`src/rtl/m_trap_sequencer.sv`:
```
// m_trap_sequencer
//   Drives the trap inputs of the machine-CSR file. It picks one raw event per
//   trap sequence, with this priority:
//     1. an execute/memory exception
//     2. a fetch/decode exception
//     3. an mret
//   The chosen event is presented to the CSR file as a one-cycle registered
//   write window. The sequencer then flushes the pipeline for FLUSH_CYCLES
//   cycles. Finally it redirects the PC, using the mtvec or mepc value that
//   the CSR file has just updated.
//
// Parameters
//   XLEN          width selector, data width W = 1 << (XLEN + 4)
//   FLUSH_CYCLES  number of cycles o_flush is held (1..15)
//   NO_E          4-bit "no exception" code
//
// Ports
//   i_clk, i_rst              clock, synchronous active-high reset
//   i_clk_en                  global clock enable; low freezes every register
//   i_exc_code_f_d / _pc_f_d  raw fetch/decode exception code and PC
//   i_exc_code_e_m / _pc_e_m  raw execute/memory exception code and PC
//   i_exc_addr_e_m            faulting data address (for mtval)
//   i_mret                    mret in the execute stage
//   i_mtvec, i_mepc           values read back from the CSR file
//   o_exception_*_ff          registered event fields to the CSR file
//   o_mret_e                  registered mret pulse to the CSR file
//   o_flush                   kills all in-flight pipeline stages
//   o_stall_fetch, o_busy     high whenever a trap sequence is in progress
//   o_redirect_valid/_pc      one-cycle PC redirect to the handler or return address
module m_trap_sequencer #(
  parameter int          XLEN         = 2,
  parameter int          FLUSH_CYCLES = 3,
  parameter logic [3:0]  NO_E         = 4'hF,
  localparam int         W            = 1 << (XLEN + 4)
) (
  input  logic         i_clk,
  input  logic         i_rst,
  input  logic         i_clk_en,
  input  logic [3:0]   i_exc_code_f_d,
  input  logic [W-1:0] i_exc_pc_f_d,
  input  logic [3:0]   i_exc_code_e_m,
  input  logic [W-1:0] i_exc_pc_e_m,
  input  logic [W-1:0] i_exc_addr_e_m,
  input  logic         i_mret,
  input  logic [W-1:0] i_mtvec,
  input  logic [W-1:0] i_mepc,
  output logic [3:0]   o_exception_code_f_d_ff,
  output logic [W-1:0] o_exception_pc_f_d_ff,
  output logic [3:0]   o_exception_code_e_m_ff,
  output logic [W-1:0] o_exception_pc_e_m_ff,
  output logic [W-1:0] o_exception_addr_e_m_ff,
  output logic         o_mret_e,
  output logic         o_flush,
  output logic         o_stall_fetch,
  output logic         o_redirect_valid,
  output logic [W-1:0] o_redirect_pc,
  output logic         o_busy
);

  typedef enum logic [1:0] {IDLE, CAPTURE, FLUSH, REDIRECT} state_t;

  state_t         state, state_n;
  logic [3:0]     flush_cnt, flush_cnt_n;
  logic           is_mret, is_mret_n;
  logic [3:0]     code_f_d, code_f_d_n;
  logic [W-1:0]   pc_f_d, pc_f_d_n;
  logic [3:0]     code_e_m, code_e_m_n;
  logic [W-1:0]   pc_e_m, pc_e_m_n;
  logic [W-1:0]   addr_e_m, addr_e_m_n;
  logic           mret_e, mret_e_n;

  logic exc_e_m, exc_f_d;

  assign exc_e_m = (i_exc_code_e_m != NO_E);
  assign exc_f_d = (i_exc_code_f_d != NO_E);

  // State and capture registers. i_clk_en low freezes the whole sequence,
  // including the flush counter, so a stalled core sees no time pass.
  always_ff @(posedge i_clk) begin
    if (i_rst) begin
      state     <= IDLE;
      flush_cnt <= '0;
      is_mret   <= 1'b0;
      code_f_d  <= NO_E;
      pc_f_d    <= '0;
      code_e_m  <= NO_E;
      pc_e_m    <= '0;
      addr_e_m  <= '0;
      mret_e    <= 1'b0;
    end else if (i_clk_en) begin
      state     <= state_n;
      flush_cnt <= flush_cnt_n;
      is_mret   <= is_mret_n;
      code_f_d  <= code_f_d_n;
      pc_f_d    <= pc_f_d_n;
      code_e_m  <= code_e_m_n;
      pc_e_m    <= pc_e_m_n;
      addr_e_m  <= addr_e_m_n;
      mret_e    <= mret_e_n;
    end
  end

  // Next-state logic. Only IDLE looks at new events. Anything that arrives
  // later belongs to the wrong path, which is about to be flushed.
  // The winner's fields are loaded together with a NO_E code for the loser.
  // As a result, the CSR file never sees two events in the same write window.
  always_comb begin
    state_n     = state;
    flush_cnt_n = flush_cnt;
    is_mret_n   = is_mret;
    code_f_d_n  = code_f_d;
    pc_f_d_n    = pc_f_d;
    code_e_m_n  = code_e_m;
    pc_e_m_n    = pc_e_m;
    addr_e_m_n  = addr_e_m;
    mret_e_n    = mret_e;

    case (state)
      IDLE: begin
        if (exc_e_m) begin
          state_n    = CAPTURE;
          is_mret_n  = 1'b0;
          code_e_m_n = i_exc_code_e_m;
          pc_e_m_n   = i_exc_pc_e_m;
          addr_e_m_n = i_exc_addr_e_m;
          code_f_d_n = NO_E;
          pc_f_d_n   = '0;
          mret_e_n   = 1'b0;
        end else if (exc_f_d) begin
          state_n    = CAPTURE;
          is_mret_n  = 1'b0;
          code_f_d_n = i_exc_code_f_d;
          pc_f_d_n   = i_exc_pc_f_d;
          code_e_m_n = NO_E;
          pc_e_m_n   = '0;
          addr_e_m_n = '0;
          mret_e_n   = 1'b0;
        end else if (i_mret) begin
          state_n    = CAPTURE;
          is_mret_n  = 1'b1;
          code_f_d_n = NO_E;
          code_e_m_n = NO_E;
          mret_e_n   = 1'b1;
        end
      end
      CAPTURE: begin
        state_n     = FLUSH;
        code_f_d_n  = NO_E;
        code_e_m_n  = NO_E;
        mret_e_n    = 1'b0;
        flush_cnt_n = 4'(FLUSH_CYCLES - 1);
      end
      FLUSH: begin
        if (flush_cnt == 4'd0) begin
          state_n = REDIRECT;
        end else begin
          flush_cnt_n = flush_cnt - 4'd1;
        end
      end
      REDIRECT: begin
        state_n = IDLE;
      end
      default: begin
        state_n = IDLE;
      end
    endcase
  end

  assign o_exception_code_f_d_ff = code_f_d;
  assign o_exception_pc_f_d_ff   = pc_f_d;
  assign o_exception_code_e_m_ff = code_e_m;
  assign o_exception_pc_e_m_ff   = pc_e_m;
  assign o_exception_addr_e_m_ff = addr_e_m;
  assign o_mret_e                = mret_e;

  assign o_busy           = (state != IDLE);
  assign o_stall_fetch    = o_busy;
  assign o_flush          = (state == FLUSH);
  assign o_redirect_valid = (state == REDIRECT);

  // The target is read in REDIRECT so that it picks up the CSR values the
  // trap just wrote. Synchronous exceptions never vector, so the mtvec mode
  // bits are simply masked off.
  assign o_redirect_pc = (state != REDIRECT) ? '0 :
                         is_mret ? (i_mepc  & ~W'(1)) :
                                   (i_mtvec & ~W'(3));

endmodule
```
`config.mk`:
```
export PLATFORM = sky130hd
export DESIGN_NAME = m_trap_sequencer
export DESIGN_NICKNAME = d
export VERILOG_FILES = /design/src/rtl/m_trap_sequencer.sv
export SDC_FILE = /design/constraint.sdc
export NUM_CORES = 1
export LEC_CHECK = 0
export ABC_AREA = 1
export CAP_MARGIN = 20
export CORE_AREA = 4 4 229 231
export CTS_CLUSTER_SIZE = 10
export DETAILED_ROUTE_END_ITERATION = 6
export DIE_AREA = 0 0 233 235
export SKIP_LAST_GASP = 1
export SYNTH_ARGS = -nofsm -noshare
export SYNTH_HDL_FRONTEND = slang
export SYNTH_SLANG_ARGS = --single-unit
```
`constraint.sdc`:
```
create_clock -name i_clk -period 1.9 [get_ports i_clk]
set_input_delay 0.285 -clock i_clk [delete_from_list [all_inputs] [get_ports i_clk]]
set_output_delay 0.285 -clock i_clk [all_outputs]
set_load 0.01 [all_outputs]
```
Yosys cells after proc, flatten, opt, wreduce, memory -nomap -nowiden
Index checks and enable logic that the tools add are counted.
{"block": "word_totals", "ff_bits": 208, "in_bits": 332, "output_inout_bits": 269, "wordCells": 56}
{"block": "classes", "add_sub_neg": 1, "eq_ne": 9, "n_mux": 25, "reduce_logical": 12}
{"cell": "64-bit 2-to-1 mux", "count": 7}
{"cell": "4-bit 2-to-1 mux", "count": 6}
{"cell": "4-bit one-hot mux with 2 select lines", "count": 3}
{"cell": "3-bit AND reduction", "count": 5}
{"cell": "4-bit inequality test, second input constant", "count": 3}
{"cell": "2-bit 2-to-1 mux", "count": 4}
{"cell": "2-bit one-hot mux with 4 select lines", "count": 1}
{"cell": "2-bit nonzero test", "count": 4}
{"cell": "2-bit equality test, second input constant", "count": 2}
{"cell": "4-bit zero test", "count": 1}
{"cell": "2-bit inequality test, second input constant", "count": 2}
{"cell": "4-bit by 1-bit subtractor with 4-bit output, second input constant", "count": 1}
{"cell": "1-bit 2-to-1 mux", "count": 3}
{"cell": "3-bit nonzero test", "count": 1}
{"cell": "2-bit by 1-bit equality test with 1-bit output, second input constant", "count": 1}
{"cell": "2-bit zero test", "count": 1}
{"cell": "2-bit by 1-bit inequality test with 1-bit output, second input constant", "count": 1}
{"cell": "1-bit one-hot mux with 2 select lines", "count": 1}

Longest topological paths before layout
Gate-level depths: netlist (run 1).
{"block": "depth", "word_depth": 4, "ltp_mapped": 10, "mapped_depth_nobuf": 8}

Least setup slack after synthesis (run 1)
No wires, ideal clock.
{"block": "synth_path", "path_kind": "register to output", "startpoint": "register state[0]", "endpoint": "output o_redirect_pc[51]", "t_arrival_ns": 1.336, "required_time_ns": 1.615, "setup_slack_ns": 0.279, "stages_incl_launch_ff": 6, "n_path_buf": 2, "path_cell_list": "dfxtp_1 -> ha_1 -> clkbuf_1 -> clkbuf_1 -> o21ai_0 -> nor2_1"}
{"block": "synth_between", "elab_chain_cells": 2}
{"item": "from (decl)", "line": "62", "rtl": "state_t state, state_n;"}
{"item": "from (signal assigned)", "line": "91", "rtl": "state <= state_n;"}
{"item": "2-bit inequality test", "line": "184", "rtl": "assign o_redirect_pc = (state != REDIRECT) ? '0 :"}
{"item": "64-bit 2-to-1 mux", "line": "184"}
{"item": "to (decl)", "line": "56", "rtl": "output logic [W-1:0] o_redirect_pc,"}
No other way between the ends.

Final worst setup path (run 1)
Same ends and word-level chain as after synthesis.

==> results of run 1 <==
==> placed cells by master (no fill, tap or decap), types with 3 or more instances in the layout <==
master and count:
or2_2 4, nor2_2 16, dfxtp_1 205, a21oi_1 9, nand3_1 273, clkbuf_8 5
buf_8 4, nand2_1 26, nor2_4 4, clkbuf_16 31, ha_4 3, buf_6 16
buf_4 82, clkdlybuf4s50_1 528, nand3_2 10, buf_12 27, o21ai_2 20, buf_2 26
inv_2 3, o21ai_0 109, nor2_1 112, o21ai_1 126, inv_1 146, ha_1 4
dfxtp_2 3
==> stage by stage <==
step / cells / power (mW) / cell area [sq um] / worst slack [ns] / utilization
6_report: 2487 / 12.43 / 17190 / -0.2484 / 0.3433
3_3_place_gp: 2433 / 7.520 / 15970 / -0.1691 / 0.3190
5_1_grt: 2486 / 13.03 / 17180 / -0.3138 / 0.3432
3_5_place_dp: 2433 / 7.545 / 15970 / -0.1632 / 0.3190
4_1_cts: 2473 / 12.58 / 16900 / -0.3154 / 0.3375
2_1_floorplan: 1188 / 5.799 / 8870 / 0.2787 / -
==> kinds of logic (layout without fill, tap and decap cells) <==
family,after synthesis,in the layout,share of synthesized area
AOI/OAI and AO/OA,268,268,0.1539
DFF,208,208,0.4695
xor gates and xnor gates,1,1,0.0009876
adders and majority gates,7,7,0.009874
other,1,3,0.0004228
buffers and inverters,252,877,0.1257
and+or+nand+nor,451,451,0.2397
==> power breakdown <==
part / switching, mW / internal (mW)
Clock: 1.88 / 2.98
Sequential: 0.138 / 4.62
Combinational: 1.28 / 1.53
Total: 3.30 / 9.13
==> layout make-up <==
cell class / instances / area, sq um / area share
antenna: 2 / 5.005 / 0.0002912
clock buffer: 33 / 748.2 / 0.04354
clock inverter: 3 / 65.06 / 0.003786
inverter: 150 / 570.5 / 0.03320
multi-input combinational: 728 / 3804 / 0.2213
sequential: 208 / 4168 / 0.2425
tap: 672 / 840.8 / 0.04892
timing repair buffer: 691 / 6985 / 0.4064
==> timing repair <==
| action | CTS | global route |
|---|---|---|
| pin swaps | 12 | 40 |
| gates cloned | 2 | 4 |
| buffers inserted | 2 | 8 |
| setup endpoints to repair | 68 | 75 |
| gates resized for setup | 159 | 97 |
==> registers in the layout, indices dropped and copies added (netlist names) <==
| signal | count |
|---|---|
| o_exception_addr_e_m_ff | 64 |
| o_exception_pc_e_m_ff | 64 |
| o_exception_pc_f_d_ff | 64 |
| flush_cnt | 4 |
| o_exception_code_e_m_ff | 4 |
| o_exception_code_f_d_ff | 4 |
| state | 2 |
| is_mret | 1 |
| o_mret_e | 1 |
==> path summary, 6_finish.rpt <==
check	startpoint	end	slack (ns)	depth (start not counted)
worst max-delay path	state[0]	o_redirect_pc[51]	-0.25	6
worst min-delay path	i_exc_pc_e_m[19]	o_exception_pc_e_m_ff[19]	0.29	3
worst max register to register	state[1]	o_exception_addr_e_m_ff[6]	0.10	9
worst min register to register	o_exception_code_f_d_ff[3]	o_exception_code_f_d_ff[3]	0.46	2
==> layer usage <==
layer	global-route usage	vias up	share of wire
li1	-	5148	-
met1	0.1504	4881	0.32
met2	0.2981	485	0.49
met3	0.06274	120	0.10
met4	0.1096	6	0.087
met5	0	-	0.00083
==> worst max-delay path, delay by kind of cell, from the launching register on <==
family                   cells  cell delay [ns]
AO/OA/AOI/OAI                1             0.11
adder cells (fa/ha/maj)      1             0.19
buffers and inverters        3             0.45
flip-flops                   1             0.35
AND/OR/NAND/NOR              1             0.22
==> out/metrics.csv, run 1 <==
stage,metric,value,unit
yosys,netlist_top_cells_count,"nand3_1, dfxtp_1, inv_1",
drt,drc_marker_count_from_the_first_detailed_route_iteration,452,
outcome,violations,setup timing,
drt,detailroute.via_count,10640,
power,total_leakage_power,6.886,nW
yosys,syn-instance-count,1188,
cells_and_area,layout.filler_cells,5185,
clocking,clk_path_buf_depth,3,
placement,routability_congestion_estimate_from_global_placement,0.8878,
setup_path,timing.critical_path.cells,ha_4 > buf_12 > clkbuf_16 > o21ai_0 > nor2_1 > buf_2,
drt,drt-pass1-iter-count,5,
clocking,clkSlewWorstSetupHoldPaths,0.05,ns
floorplanning,die_area,54760,sq um
placement,hpwlAfterDp,38170,um
grt,grt_start_max_net_pins,88,
placement,place.port_buffers,596,
timing,final_slew_violations,0,
power,max-vdd-ir-drop,0.6385,mV
timing,layout_worst_path_cycle_share,1.131,
timing,timing.clock.skew,0.01030,ns
timing,post-route-worst-setup-slack,-0.2484,ns
cells_and_area,area.growth.synth_to_final,93.77,%
setup_path,timing.critical_path.arrival,1.86,ns
yosys,yosysUniqueCellTypes,28,
setup_path,crit_type,register to output pin,
clocking,cts_tree,yes,
yosys,synth_area_per_cell,7.466,sq um
floorplanning,initial_core_util,0.1772,
clocking,cts_sinks,208,
setup_path,worstPathMaxFanout,5,
clocking,number_of_buffers_created_by_cts,26,
clocking,worstSkewPairLatency,0.54,ns
clocking,cts_max_level,1,
grt,antenna_found_initial,7,
grt,globalRouteOverflowTotal,0,
grt,grt_pass1_wl,68340,um
cells_and_area,drive_gt1_frac,0.1473,
flow_run,cap_violations,0,
hold_path,hold_class,input pin to register,
setup_path,setup.worst_path.end_class,output pin,
setup_path,cpMaxStageDelayCell,dfxtp_2,
drt,route.detailed.drc,0,
clocking,ctsRootBufferMaster,clkbuf_16,
timing,setup_tns,-10.51,ns
yosys,synth_sequential_area_ratio,0.4695,
drt,routed_via_density,4.278,
timing,setup_viol_count_final,64,
clocking,postCtsHoldBufs,0,
yosys,async_reset_ff_frac,0,
yosys,synth_enable_flop_cells,0,
drt,wirelength_per_cell,19.83,um
drt,finalWirelength,49330,um
cells_and_area,finish.net_count,2144,
drt,antenna_left,0,
timing,grt_setup_unrepaired,yes,
yosys,ys_seq_elements,208,
timing,fin_worst_hold_slack,0.2873,ns
yosys,warning_count_from_the_yosys_run,0,
floorplanning,boundaryPins,601,
floorplanning,floorplan.rows,82,
outcome,outcome,finished with violations,
yosys,synth_top_cell_by_area,dfxtp_1,
timing,report.final.hold_viol_count,0,
timing,maxClockFrequency,465.5,MHz
grt,first_global_vias,10670,
timing,period_minus_slack,2.148,ns
setup_path,start_kind,register,
yosys,syn_area,8870,sq um
yosys,synth_top_cell_area_share,0.4695,
power,p_per_area,723.3,nW/um^2
floorplanning,chipHeight,235,um
yosys,synth.most_common_cell,nand3_1,
setup_path,timing.critical_path.required,1.62,ns
floorplanning,die_width,233,um
floorplanning,core-area,50070,sq um
setup_path,worst_path_largest_cell_delay,0.35,ns
grt,grt_util_all_layers,0.1641,
yosys,netlist_top_cells_area,"dfxtp_1, nand3_1, o21ai_1, o21ai_0, inv_1",
yosys,synth_nets,1527,
yosys,synth_ff_type,dfxtp_1,
(Power assumes the default switching activity.)
==> inputs of run 2 (changes only) <==
--- a/config.mk
+++ b/config.mk
@@ -11,7 +11,6 @@
 export CTS_CLUSTER_SIZE = 10
 export DETAILED_ROUTE_END_ITERATION = 6
 export DIE_AREA = 0 0 233 235
-export SKIP_LAST_GASP = 1
 export SYNTH_ARGS = -nofsm -noshare
 export SYNTH_HDL_FRONTEND = slang
 export SYNTH_SLANG_ARGS = --single-unit
==> out/metrics.csv, run 2 (synthesized netlist as in run 1, its figures left out) <==
stage,metric,value,unit
setup_path,minimum_setup_slack_among_reg_to_reg_paths,0.10,ns
setup_path,timing.critical_path.arrival,1.83,ns
grt,grt_start_max_net_pins,88,
timing,fin_worst_hold_slack,0.2871,ns
outcome,outcome,finished with violations,
setup_path,timing.critical_path.to,o_redirect_pc[18],
drt,wl_met3,5018,um
power,max-vdd-ir-drop,0.6367,mV
grt,grt_util_all_layers,0.1637,
cells_and_area,commonest_cells_after_routing_fill_and_taps_aside,"clkdlybuf4s50_1, nand3_1, dfxtp_1, inv_1, o21ai_1",
timing,layout_worst_path_cycle_share,1.114,
setup_path,crit_type,register to output pin,
flow_run,cap_violations,0,
setup_path,cpMaxStageDelayCell,dfxtp_2,
outcome,violations,setup timing,
drt,route.detailed.drc,0,
setup_path,dominant_cell_type_by_count_on_the_critical_path,buf_12,
setup_path,timing.critical_path.required,1.62,ns
timing,timing.clock.skew,0.01122,ns
hold_path,hold_class,input pin to register,
setup_path,worstPathMaxFanout,8,
placement,postPlaceCellArea,15970,sq um
timing,setup_viol_count_final,57,
placement,pre_cts_slack,-0.1632,ns
timing,setup_tns,-6.369,ns
drt,finalWirelength,48520,um
cells_and_area,most_frequent_standard_cell_in_the_layout_excluding_fill_and_tap_cells,clkdlybuf4s50_1,
cells_and_area,area.growth.synth_to_final,92.95,%
cells_and_area,layoutNonFillerInstCount,2480,
power,p_per_area,725.2,nW/um^2
floorplanning,boundaryPins,601,
grt,globalRouteOverflowTotal,0,
clocking,clkSlewWorstSetupHoldPaths,0.05,ns
clocking,clk_path_buf_depth,3,
setup_path,worstReg2RegStart,state[1],
floorplanning,die_area,54760,sq um
timing,post-route-worst-setup-slack,-0.2172,ns
timing,report.final.hold_viol_count,0,
setup_path,worst_setup_path_startpoint,state[0],
power,total_leakage_power,6.855,nW
grt,grt_pass1_wl,68320,um
floorplanning,core-area,50070,sq um
drt,drt-pass1-iter-count,5,
power,design_power_total,12.41,mW
setup_path,timing.critical_path.cells,ha_4 > buf_12 > buf_16 > buf_12 > o21ai_1 > nor2_1 > buf_6,
timing,final_slew_violations,0,
placement,hpwlAfterDp,38170,um
floorplanning,die_width,233,um
timing,period_minus_slack,2.117,ns
floorplanning,initial_core_util,0.1772,
cells_and_area,finish.net_count,2136,
drt,antenna_left,0,
placement,place_inst,2433,
clocking,cts_tree,yes,
setup_path,setup.worst_path.end_class,output pin,
placement,place.port_buffers,596,
drt,routed_via_density,4.283,
timing,maxClockFrequency,472.3,MHz
drt,wirelength_per_cell,19.56,um
cells_and_area,drive_gt1_frac,0.1468,
clocking,number_of_buffers_created_by_cts,26,
grt,antenna_found_initial,7,
timing,grt_setup_unrepaired,yes,
setup_path,start_kind,register,
clocking,worstSkewPairLatency,0.54,ns
grt,first_global_vias,10710,
clocking,ctsRootBufferMaster,clkbuf_16,
drt,detailroute.via_count,10620,
floorplanning,floorplan.rows,82,
setup_path,worst_path_largest_cell_delay,0.35,ns
clocking,cts_sinks,208,
cells_and_area,finalInstanceArea,17110,sq um
drt,drc_marker_count_from_the_first_detailed_route_iteration,418,
clocking,cts_max_level,1,
drt,highest-signal-layer,met5,
floorplanning,chipHeight,235,um
setup_path,r2r-end,o_exception_addr_e_m_ff[6],
placement,routability_congestion_estimate_from_global_placement,0.8878,
cells_and_area,fin_util,0.3418,
setup_path,rr_worst_depth,9,
drt,met1_length,15700,um
drt,met2_wirelength,23770,um
run 2: changes by cell type in the layout (fill, tap and decap cells not counted), moves of 2 or more:
cell and change:
buf_4 -2, nor2_1 -5, clkbuf_16 -2, nor2_2 +5
o21ai_1 +16, o21ai_2 -2, o21ai_4 +3, o21ai_0 -17
run 2: cell type report:
cell class / instances / area (sq um)
Multi-Input combinational cell: 728 / 3842
Clock buffer: 33 / 748.2
Antenna cell: 3 / 7.507
Tap cell: 672 / 840.8
Fill cell: 5195 / 32950
Timing Repair Buffer: 683 / 6869
Clock inverter: 3 / 65.06
Inverter: 150 / 573.1
Sequential cell: 208 / 4168
run 2: repair_timing:
item | in CTS | in global routing
pin swaps | 12 | 18
cloned | 2 | 2
setup buffers | 2 | 2
resized for setup | 185 | 94
endpoints found under the setup margin | 68 | 75
hold buffers | 0 | 0
run 2: power breakdown:
| group | switching [mW] | leakage [nW] | internal (mW) |
|---|---|---|---|
| registers | 0.139 | 1.70 | 4.62 |
| clock network | 1.89 | 0.402 | 2.98 |
| logic | 1.28 | 4.76 | 1.52 |
run 2: per-layer routing:
layer / vias to the layer above / GRT usage
met3: 115 / 0.06480
met2: 505 / 0.2971
met5: - / 0
met4: 6 / 0.1110
met1: 4865 / 0.1481
li1: 5132 / -
run 2: how the worst min path moves through the flow:
stage                                    start                          to  cells past startpoint
detailed placement  o_exception_code_e_m_ff[1]  o_exception_code_e_m_ff[1]                      2
CTS                           i_exc_pc_e_m[39]   o_exception_pc_e_m_ff[39]                      3
global placement    o_exception_code_e_m_ff[3]  o_exception_code_e_m_ff[3]                      2
floorplan                                i_rst                flush_cnt[2]                      1
global route                  i_exc_pc_e_m[31]   o_exception_pc_e_m_ff[31]                      3
finish                        i_exc_pc_e_m[19]   o_exception_pc_e_m_ff[19]                      3
run 2: critical path: cells and delay by family, from the launching register on:
kind	cells	cell delay (ns)
fa+ha+maj	1	0.17
buf+inv	4	0.58
simple gates	1	0.12
flops	1	0.35
compound gates	1	0.06
==> inputs of run 3 (changes only) <==
--- a/config.mk
+++ b/config.mk
@@ -5,12 +5,11 @@
 export SDC_FILE = /design/constraint.sdc
 export NUM_CORES = 1
 export LEC_CHECK = 0
-export ABC_AREA = 1
 export CAP_MARGIN = 20
-export CORE_AREA = 4 4 229 231
+export CORE_AREA = 4 4 233 235
 export CTS_CLUSTER_SIZE = 10
 export DETAILED_ROUTE_END_ITERATION = 6
-export DIE_AREA = 0 0 233 235
+export DIE_AREA = 0 0 237 239
 export SYNTH_ARGS = -nofsm -noshare
 export SYNTH_HDL_FRONTEND = slang
 export SYNTH_SLANG_ARGS = --single-unit
==> constraint.sdc (replaced) <==
create_clock -name i_clk -period 2.6 [get_ports i_clk]
set_input_delay 0.39 -clock i_clk [delete_from_list [all_inputs] [get_ports i_clk]]
set_output_delay 0.39 -clock i_clk [all_outputs]
set_load 0.01 [all_outputs]
==> out/metrics.csv, run 3 <==
stage,metric,value,unit
clocking,cts_tree,yes,
cells_and_area,most_frequent_standard_cell_in_the_layout_excluding_fill_and_tap_cells,clkdlybuf4s50_1,
setup_path,crit_type,register to output pin,
placement,postPlaceCellArea,14670,sq um
flow_run,cap_violations,0,
cells_and_area,finalInstanceArea,15530,sq um
floorplanning,initial_core_util,0.1508,
timing,final_slew_violations,0,
yosys,warning_count_from_the_yosys_run,0,
clocking,clk_path_buf_depth,3,
drt,wirelength_per_cell,20.38,um
setup_path,timing.critical_path.cells,buf_16 > mux2i_2 > nor2b_1 > clkdlybuf4s50_1,
clocking,postCtsHoldBufs,0,
timing,tightestPinTransition,0.5272,ns
yosys,synth.most_common_cell,dfxtp_1,
clocking,cts_max_level,1,
yosys,synth_nets,1008,
setup_path,worst_path_largest_cell_delay,0.54,ns
drt,met1_length,14180,um
timing,timing.max_slew.rel_slack,0.6474,
timing,maxClockFrequency,394.2,MHz
yosys,syn-instance-count,669,
cells_and_area,drive_gt1_frac,0.07553,
drt,wl_met3,4579,um
setup_path,worstPathMaxFanout,16,
yosys,synth_top_cell_by_area,dfxtp_1,
drt,highest-signal-layer,met5,
timing,post-route-worst-setup-slack,0.06304,ns
power,p_per_area,540.5,nW/um^2
cells_and_area,commonest_cells_after_routing_fill_and_taps_aside,"clkdlybuf4s50_1, dfxtp_1, a22o_1, mux2i_1, nor2b_1",
hold_path,hold_class,input pin to register,
grt,first_global_vias,8337,
floorplanning,chipHeight,239,um
floorplanning,floorplan.rows,84,
drt,finalWirelength,39940,um
drt,drc_marker_count_from_the_first_detailed_route_iteration,175,
timing,grt_setup_unrepaired,no,
clocking,ctsRootBufferMaster,clkbuf_16,
setup_path,start_kind,register,
outcome,outcome,"finished, final reports clean",
power,design_power_total,8.397,mW
clocking,cts_sinks,208,
yosys,syn_area,7878,sq um
drt,antenna_left,0,
clocking,number_of_buffers_created_by_cts,26,
timing,setup_tns,0,ns
grt,antenna_found_initial,4,
timing,report.final.hold_viol_count,0,
yosys,netlist_top_cells_area,"dfxtp_1, a22o_1, mux2i_1, nor2b_1, buf_6",
floorplanning,core-area,52240,sq um
floorplanning,die_width,237,um
placement,place.port_buffers,596,
timing,setup_viol_count_final,0,
grt,grt_util_all_layers,0.1302,
drt,routed_via_density,3.979,
placement,pre_cts_slack,0.2863,ns
yosys,synth_ff_type,dfxtp_1,
clocking,worstSkewPairLatency,0.53,ns
yosys,async_reset_ff_frac,0,
setup_path,timing.critical_path.required,2.21,ns
grt,grt_start_max_net_pins,65,
yosys,synth_top_cell_area_share,0.5286,
power,total_leakage_power,5.933,nW
drt,detailroute.via_count,7798,
clocking,clkSlewWorstSetupHoldPaths,0.06,ns
yosys,synth_enable_flop_cells,0,
grt,grt_pass1_wl,55990,um
cells_and_area,finish.net_count,1602,
floorplanning,boundaryPins,601,
power,max-vdd-ir-drop,0.3702,mV
yosys,synth_sequential_area_ratio,0.5286,
timing,timing.clock.skew,0.01445,ns
timing,period_minus_slack,2.537,ns
timing,fin_worst_hold_slack,0.4446,ns
cells_and_area,area.growth.synth_to_final,97.20,%
floorplanning,die_area,56640,sq um
placement,routability_congestion_estimate_from_global_placement,0.9029,
yosys,ys_seq_elements,208,
drt,met2_wirelength,19700,um
placement,hpwlAfterDp,31800,um
yosys,yosysUniqueCellTypes,39,
timing,layout_worst_path_cycle_share,0.9758,
grt,globalRouteOverflowTotal,0,
yosys,netlist_top_cells_count,"dfxtp_1, a22o_1, mux2i_1, nor2b_1, buf_6",
setup_path,setup.worst_path.end_class,output pin,
setup_path,timing.critical_path.arrival,2.15,ns
yosys,synth_area_per_cell,11.78,sq um
drt,route.detailed.drc,0,
drt,drt-pass1-iter-count,4,
setup_path,cpMaxStageDelayCell,clkdlybuf4s50_1,
run 3: final cells by class:
type,count,area [sq um]
clock buffers,30,686.9
inverters,7,26.28
fillers,5421,36700
flip-flops and latches,208,4170
clock inverters,6,55.05
repair buffers,630,6452
well taps,688,860.8
multi-input cells,390,3281
diodes,1,2.502
run 3: power by group:
part | switching, mW | internal (mW) | total [mW]
sequential | 0.111 | 3.37 | 3.48
combinational | 0.634 | 1.02 | 1.65
clock | 1.33 | 1.94 | 3.27
total | 2.07 | 6.32 | 8.40
run 3: worst paths after layout:
kind	depth (start not counted)	slack [ns]	startpoint	end
hold reg to reg	2	0.47	o_mret_e	o_mret_e
hold / removal	2	0.44	i_exc_addr_e_m[46]	o_exception_addr_e_m_ff[46]
setup reg to reg	8	0.55	state[1]	o_exception_addr_e_m_ff[0]
setup / recovery	4	0.06	is_mret	o_redirect_pc[60]
run 3: critical path, delay by kind of cell (launching register included):
family	cells	cell delay (ns)
buf+inv	2	0.75
flops	1	0.48
mux	1	0.28
simple gates	1	0.08
run 3: kinds of logic after synthesis:
logic type | Yosys count | synth area share
compound gates | 212 | 0.2322
xor+xnor | 3 | 0.003336
fa+ha+maj | 7 | 0.01112
buf+inv | 71 | 0.06417
flops | 208 | 0.5286
mux | 62 | 0.07878
other cells | 1 | 0.0004760
simple gates | 105 | 0.08132
run 3: stage by stage:
step	std cells	util
6_report	1960	0.2974
3_5_place_dp	1920	0.2808
2_1_floorplan	669	-
5_1_grt	1960	0.2974
4_1_cts	1959	0.2969
3_3_place_gp	1920	0.2808
run 3: what timing repair did:
item | CTS | global route
setup endpoints to repair | 29 | 18
setup buffers | 1 | 0
cloned | 2 | 0
gates resized for setup | 36 | 12
run 3: metal layers:
layer / vias up / global-route usage
met1: 3643 / 0.1333
met5: - / 0
li1: 3669 / -
met2: 424 / 0.2324
met3: 58 / 0.06022
met4: 4 / 0.04936
